`src/rtl/effects_pkg.sv`:
```
// Shared types and defaults for the effects-module sample handshake.
package effects_pkg;

    localparam int SAMPLE_W       = 12;
    localparam int DEFAULT_PERIOD = 64;

    typedef logic signed [SAMPLE_W-1:0] sample_t;

    typedef enum logic {
        IDLE      = 1'b0,
        WAIT_DONE = 1'b1
    } src_state_t;

    // Bits needed to hold values 0..n-1 (never less than one bit).
    function automatic int cnt_w(input int n);
        return (n <= 2) ? 1 : $clog2(n);
    endfunction

endpackage

```
`src/rtl/effect_sample_source_if.sv`:
```
// Sample handshake between the producer (master) and an effect module (slave).
interface effect_sample_source_if
    import effects_pkg::*;
#(
    parameter int WIDTH = SAMPLE_W
);

    logic                    ready;
    logic signed [WIDTH-1:0] sample_out;
    logic                    done;
    logic signed [WIDTH-1:0] modified_sample;

    modport master (
        output ready,
        output sample_out,
        input  done,
        input  modified_sample
    );

    modport slave (
        input  ready,
        input  sample_out,
        output done,
        output modified_sample
    );

endinterface

```
`src/rtl/sample_fifo.sv`:
```
// Single-clock sample FIFO. A push while full is accepted only when a pop
// happens in the same cycle; otherwise it is dropped and flagged on `drop`.
module sample_fifo #(
    parameter int WIDTH      = 12,
    parameter int DEPTH_LOG2 = 4
) (
    input  logic                    clock,
    input  logic                    reset,
    input  logic                    push,
    input  logic signed [WIDTH-1:0] push_data,
    input  logic                    pop,
    output logic signed [WIDTH-1:0] pop_data,
    output logic                    full,
    output logic                    empty,
    output logic [DEPTH_LOG2:0]     count,
    output logic                    drop
);

    localparam int DEPTH = 1 << DEPTH_LOG2;

    logic [WIDTH-1:0]      mem_q [DEPTH];
    logic [DEPTH_LOG2-1:0] wr_ptr_q, wr_ptr_d;
    logic [DEPTH_LOG2-1:0] rd_ptr_q, rd_ptr_d;
    logic [DEPTH_LOG2:0]   count_q, count_d;
    logic                  do_push, do_pop;

    assign full     = (count_q == (DEPTH_LOG2+1)'(DEPTH));
    assign empty    = (count_q == '0);
    assign count    = count_q;
    assign pop_data = mem_q[rd_ptr_q];

    // A pop frees the head slot this edge, so a full FIFO can still take a push.
    assign do_pop  = pop && !empty;
    assign do_push = push && (!full || do_pop);
    assign drop    = push && !do_push;

    // Pointer and occupancy next-state; pointers wrap naturally at DEPTH.
    always_comb begin
        wr_ptr_d = wr_ptr_q;
        rd_ptr_d = rd_ptr_q;
        count_d  = count_q;
        if (do_push) wr_ptr_d = wr_ptr_q + 1'b1;
        if (do_pop)  rd_ptr_d = rd_ptr_q + 1'b1;
        case ({do_push, do_pop})
            2'b10:   count_d = count_q + 1'b1;
            2'b01:   count_d = count_q - 1'b1;
            default: count_d = count_q;
        endcase
    end

    // Pointer and occupancy registers.
    always_ff @(posedge clock) begin
        if (reset) begin
            wr_ptr_q <= '0;
            rd_ptr_q <= '0;
            count_q  <= '0;
        end else begin
            wr_ptr_q <= wr_ptr_d;
            rd_ptr_q <= rd_ptr_d;
            count_q  <= count_d;
        end
    end

    // Storage array; contents need no reset since the pointers gate reads.
    always_ff @(posedge clock) begin
        if (do_push) mem_q[wr_ptr_q] <= push_data;
    end

endmodule

```
`src/rtl/effect_sample_source.sv`:
```
// Producer end of the effect handshake: buffers incoming samples, issues one
// per PERIOD clocks with a ready strobe, and captures the effect's result.
module effect_sample_source
    import effects_pkg::*;
#(
    parameter int WIDTH      = SAMPLE_W,
    parameter int DEPTH_LOG2 = 4,
    parameter int PERIOD     = DEFAULT_PERIOD,
    parameter int TIMEOUT    = 48
) (
    input  logic                    clock,
    input  logic                    reset,
    input  logic                    wr_en,
    input  logic signed [WIDTH-1:0] wr_sample,
    output logic                    fifo_full,
    output logic [DEPTH_LOG2:0]     fifo_count,
    output logic                    overflow,
    output logic                    out_valid,
    output logic signed [WIDTH-1:0] out_sample,
    output logic                    underrun,
    output logic                    timeout_err,
    effect_sample_source_if.master  fx
);

    localparam int CNT_W = cnt_w(PERIOD);
    localparam int TO_W  = cnt_w(TIMEOUT + 1);

    // The transaction must end before the next tick can issue a sample.
    if (!(TIMEOUT < PERIOD - 2)) begin : g_bad_timeout
        $error("effect_sample_source: TIMEOUT must be less than PERIOD-2");
    end

    src_state_t              state_q, state_d;
    logic [CNT_W-1:0]        cnt_q, cnt_d;
    logic [TO_W-1:0]         to_cnt_q, to_cnt_d;
    logic                    ready_q, ready_d;
    logic signed [WIDTH-1:0] sample_out_q, sample_out_d;
    logic                    out_valid_q, out_valid_d;
    logic signed [WIDTH-1:0] out_sample_q, out_sample_d;
    logic                    underrun_q, underrun_d;
    logic                    timeout_err_q, timeout_err_d;
    logic                    overflow_q, overflow_d;

    logic                    tick;
    logic                    fifo_pop;
    logic                    fifo_empty;
    logic                    fifo_drop;
    logic signed [WIDTH-1:0] fifo_head;

    sample_fifo #(
        .WIDTH      (WIDTH),
        .DEPTH_LOG2 (DEPTH_LOG2)
    ) u_fifo (
        .clock     (clock),
        .reset     (reset),
        .push      (wr_en),
        .push_data (wr_sample),
        .pop       (fifo_pop),
        .pop_data  (fifo_head),
        .full      (fifo_full),
        .empty     (fifo_empty),
        .count     (fifo_count),
        .drop      (fifo_drop)
    );

    assign tick     = (cnt_q == CNT_W'(PERIOD - 1));
    assign fifo_pop = (state_q == IDLE) && tick && !fifo_empty;

    assign fx.ready      = ready_q;
    assign fx.sample_out = sample_out_q;
    assign out_valid     = out_valid_q;
    assign out_sample    = out_sample_q;
    assign underrun      = underrun_q;
    assign timeout_err   = timeout_err_q;
    assign overflow      = overflow_q;

    // Period counter, issue/wait FSM, timeout counter and output pulses.
    always_comb begin
        cnt_d         = tick ? '0 : cnt_q + 1'b1;
        state_d       = state_q;
        to_cnt_d      = to_cnt_q;
        ready_d       = 1'b0;
        sample_out_d  = sample_out_q;
        underrun_d    = 1'b0;
        out_valid_d   = 1'b0;
        out_sample_d  = out_sample_q;
        timeout_err_d = 1'b0;
        overflow_d    = fifo_drop;

        case (state_q)
            IDLE: begin
                // Ready pulses even on an empty FIFO to keep the audio rate.
                if (tick) begin
                    ready_d  = 1'b1;
                    to_cnt_d = '0;
                    state_d  = WAIT_DONE;
                    if (fifo_empty) begin
                        sample_out_d = '0;
                        underrun_d   = 1'b1;
                    end else begin
                        sample_out_d = fifo_head;
                    end
                end
            end
            WAIT_DONE: begin
                to_cnt_d = to_cnt_q + 1'b1;
                // done in the ready cycle itself is not a response.
                if (fx.done && !ready_q) begin
                    out_sample_d = fx.modified_sample;
                    out_valid_d  = 1'b1;
                    state_d      = IDLE;
                end else if (to_cnt_q == TO_W'(TIMEOUT - 1)) begin
                    timeout_err_d = 1'b1;
                    state_d       = IDLE;
                end
            end
            default: state_d = IDLE;
        endcase
    end

    // State and output registers; reset aborts any transaction in flight.
    always_ff @(posedge clock) begin
        if (reset) begin
            state_q       <= IDLE;
            cnt_q         <= '0;
            to_cnt_q      <= '0;
            ready_q       <= 1'b0;
            sample_out_q  <= '0;
            out_valid_q   <= 1'b0;
            out_sample_q  <= '0;
            underrun_q    <= 1'b0;
            timeout_err_q <= 1'b0;
            overflow_q    <= 1'b0;
        end else begin
            state_q       <= state_d;
            cnt_q         <= cnt_d;
            to_cnt_q      <= to_cnt_d;
            ready_q       <= ready_d;
            sample_out_q  <= sample_out_d;
            out_valid_q   <= out_valid_d;
            out_sample_q  <= out_sample_d;
            underrun_q    <= underrun_d;
            timeout_err_q <= timeout_err_d;
            overflow_q    <= overflow_d;
        end
    end

endmodule
```
`src/flat_wrapper.sv`:
```
// flat-port wrapper written by rule: the top's interface ports become plain ports
module effect_sample_source_flat import effects_pkg::*;
#(
    parameter int WIDTH      = SAMPLE_W,
    parameter int DEPTH_LOG2 = 4,
    parameter int PERIOD     = DEFAULT_PERIOD,
    parameter int TIMEOUT    = 48
)
  (clock, reset, wr_en, wr_sample, fifo_full, fifo_count, overflow, out_valid, out_sample, underrun, timeout_err, fx_ready, fx_sample_out, fx_done, fx_modified_sample);
  effect_sample_source_if #(.WIDTH(WIDTH)) fx_i ();
  input  logic clock;
  input  logic reset;
  input  logic wr_en;
  input  logic signed [WIDTH-1:0] wr_sample;
  output logic fifo_full;
  output logic [DEPTH_LOG2:0] fifo_count;
  output logic overflow;
  output logic out_valid;
  output logic signed [WIDTH-1:0] out_sample;
  output logic underrun;
  output logic timeout_err;
  output wire logic [$bits(fx_i.ready)-1:0] fx_ready;
  output wire logic [$bits(fx_i.sample_out)-1:0] fx_sample_out;
  input wire logic [$bits(fx_i.done)-1:0] fx_done;
  input wire logic [$bits(fx_i.modified_sample)-1:0] fx_modified_sample;
  assign fx_ready = fx_i.ready;
  assign fx_sample_out = fx_i.sample_out;
  assign fx_i.done = fx_done;
  assign fx_i.modified_sample = fx_modified_sample;
  effect_sample_source #(.WIDTH(WIDTH), .DEPTH_LOG2(DEPTH_LOG2), .PERIOD(PERIOD), .TIMEOUT(TIMEOUT)) u_core (.clock(clock), .reset(reset), .wr_en(wr_en), .wr_sample(wr_sample), .fifo_full(fifo_full), .fifo_count(fifo_count), .overflow(overflow), .out_valid(out_valid), .out_sample(out_sample), .underrun(underrun), .timeout_err(timeout_err), .fx(fx_i));
endmodule
```
`config.mk`:
```
export PLATFORM = sky130hd
export DESIGN_NAME = effect_sample_source_flat
export DESIGN_NICKNAME = d
export VERILOG_FILES = /design/src/rtl/effects_pkg.sv /design/src/rtl/effect_sample_source_if.sv /design/src/rtl/sample_fifo.sv /design/src/rtl/effect_sample_source.sv /design/src/flat_wrapper.sv
export SDC_FILE = /design/constraint.sdc
export NUM_CORES = 1
export LEC_CHECK = 0
export ABC_CLOCK_PERIOD_IN_PS = 3000
export CAP_MARGIN = 15
export CORE_MARGIN = 2
export CORE_UTILIZATION = 45
export CTS_CLUSTER_SIZE = 40
export DETAILED_ROUTE_END_ITERATION = 10
export HOLD_SLACK_MARGIN = 0.03
export PLACE_DENSITY = 0.76
export SLEW_MARGIN = 20
export SYNTH_ARGS = -nofsm -noshare
export SYNTH_HDL_FRONTEND = slang
export SYNTH_SLANG_ARGS = --single-unit
```
`constraint.sdc`:
```
create_clock -name clock -period 3 [get_ports clock]
set_clock_uncertainty 0.1 [all_clocks]
set_input_delay 0.6 -clock clock [delete_from_list [all_inputs] [get_ports clock]]
set_output_delay 0.6 -clock clock [all_outputs]
set_load 0.05 [all_outputs]
```
==> metrics.txt <==
Synth cell types=46; Slew Limit Headroom=0.514; crit path DAT=2.17 ns; via count=5239; top-area cell type share of the netlist area=0.591; Mean Syn Cell Area=17.2 um2; Post-CTS Setup Bufs=0; Area contributors post-synth=edfxtp_1, dfxtp_1, mux4_2; first-pass GRT wire length=30800 um; Die Wd=151 um; All-Layer GR Usage=0.181; Max-Cap Viols=0; power per standard cell area=618 nW/um2; max-slew violations=0; Die ar.=22900 um2; Mapped Nets=605; CTS Buffer Depth=3; row cnt=53; sequential cell area=6950 um2; final-layout fill cell count=1591; diode count=0; Worst setup SP type=flip-flop; initial DRC count=383; number of H-tree levels=1; Crit Path Class=reg -> out; vias in the first global route=5534; FMAX=0.348 GHz; final period utilization=0.957; asr flop ratio synth=0; # DRC=0; GPL Wtd Cong=0.834; status=finished clean; GR Overflow Total=0; Yosys top cell by area=edfxtp_1; multi-input logic area=2630 um2; Post-Syn Area=9750 um2; Initial Utilization=0.461; YS warnings=0; Nets=701; Worst-Margin Slew=0.726 ns; Min-Delay Path Class=reg -> reg; post-DR wirelength/cell=21.0 um; cts repair resizes=1; predominant post-synthesis flop cell=edfxtp_1; register bit total from synthesis=251; Total Wirelength=20000 um; endpoints failing setup=0; area grow syn2layout=20.3%; sequential fraction of the synthesis area=0.712; CTS tree=yes; largest net degree at the start of global routing=49; Gate Count Post-Synth=566; TritonCTS Sinks=251; worst-path maximum fanout=5; Post-synth EDFFs=192; Die Span Y=151 um; CP required=2.30 ns; post-layout min period=2.87 ns; RSZ-0062 raised after global routing=false; clock root buffer=clkbuf_16; total CTS buffers=25; Placeable Area=21200 um2; Setup TNS Final=0 ns; commonest non-fill, non-tap cell in the layout=edfxtp_1; DP Area=10900 um2; hold_buf cts=0; Hold Vio Cnt, Final=0; antenna-violating nets left=0; post-DR vias/cell=5.48; Pleak=3.85 nW; # IOs=63; initial antenna violation count=0; crit path capture type=primary output; I/O Buffers=62; most frequent cells in the layout=edfxtp_1, clkdlybuf4s50_1, dfxtp_1; DRT Pass-1 Iters=5; dpl hpwl=12800 um; clock-pin slew on the worst setup and hold paths=0.06 ns; fin area=11700 um2; Max VDD drop=0.000364 V; layout cells sized above 1=0.206; clk_lat worst skew=0.53 ns
metal layers:
layer	part of all wire	track usage	vias to the layer above
met5	0	0	-
met4	0.033	0.0673	0
met3	0.066	0.0370	50
met2	0.51	0.318	188
met1	0.39	0.221	2607
li1	-	-	2394
synth_stat cells, drive strengths merged, types with 10 or more instances:
cell	n
nand3	10
dfxtp	59
buf	15
a21oi	21
nand2	36
edfxtp	192
mux2	12
mux2i	17
nor2	51
mux4	48
ha	10
inv	10
a221o	12
clkbuf	13
worst max-delay path, stage by stage (launching register included):
cell and delay (ns):
dfxtp_1 0.36, nor4_4 0.41, nand2_1 0.22, inv_2 0.14, clkdlybuf4s15_1 0.51
registers in the layout, summed over array words and instances, names as in the netlist, named ones only:
name	cells
u_core.out_valid	1
u_core.u_fifo.wr_ptr_q	4
u_core.u_fifo.count	5
u_core.underrun	1
u_core.timeout_err	1
u_core.u_fifo.mem_q	192
u_core.u_fifo.rd_ptr_q	4
u_core.to_cnt_q	6
u_core.fx.ready	1
u_core.overflow	1
u_core.state_q	1
u_core.cnt_q	6
u_core.fx.sample_out	12
u_core.out_sample	12
power breakdown:
group / switching (W) / internal (W)
Clock: 0.00126 / 0.00196
Sequential: 0.0000211 / 0.00378
Combinational: 0.000132 / 0.0000922
Total: 0.00142 / 0.00584
final cells by class:
class	count	share of cell area
clock buffer	34	0.0587
clock inverter	12	0.0147
inverter	11	0.00352
multi-input combinational	276	0.224
sequential	251	0.592
tap	275	0.0293
timing repair buffer	97	0.0774
final timing paths:
path         slack (ns)  cells after the start                   start                     end
max                0.13                      4  u_core.u_fifo.count[0]               fifo_full
max reg2reg        0.26                     10         u_core.cnt_q[0]  u_core.u_fifo.count[4]
min                0.36                      2    u_core.out_sample[6]    u_core.out_sample[6]
min reg2reg        0.36                      2    u_core.out_sample[6]    u_core.out_sample[6]
logic make-up (layout without fill, tap and decap cells):
logic type                 count (synthesis)  after routing  synth area share
DFF                                      251            251             0.712
and+or+nand+nor                          131            131            0.0620
muxes                                     77             77             0.146
AOI/OAI and AO/OA                         43             43            0.0323
buffers and inverters                     39            154            0.0205
xor gates and xnor gates                  14             14            0.0126
adders and majority gates                 11             11            0.0149
stage by stage:
stage / total power [W] / hold WS, ns / setup slack (ns) / util / std cells
global placement: 0.00408 / 0.344 / 0.232 / 0.514 / 910
CTS: 0.00731 / 0.361 / 0.0926 / 0.555 / 956
floorplan: 0.00398 / 0.332 / 0.0954 / - / 566
detailed placement: 0.00410 / 0.354 / 0.114 / 0.514 / 910
finish: 0.00725 / 0.359 / 0.129 / 0.555 / 956
global route: 0.00746 / 0.380 / 0.00701 / 0.555 / 956
Note: power is estimated with default switching activity, not from simulation.
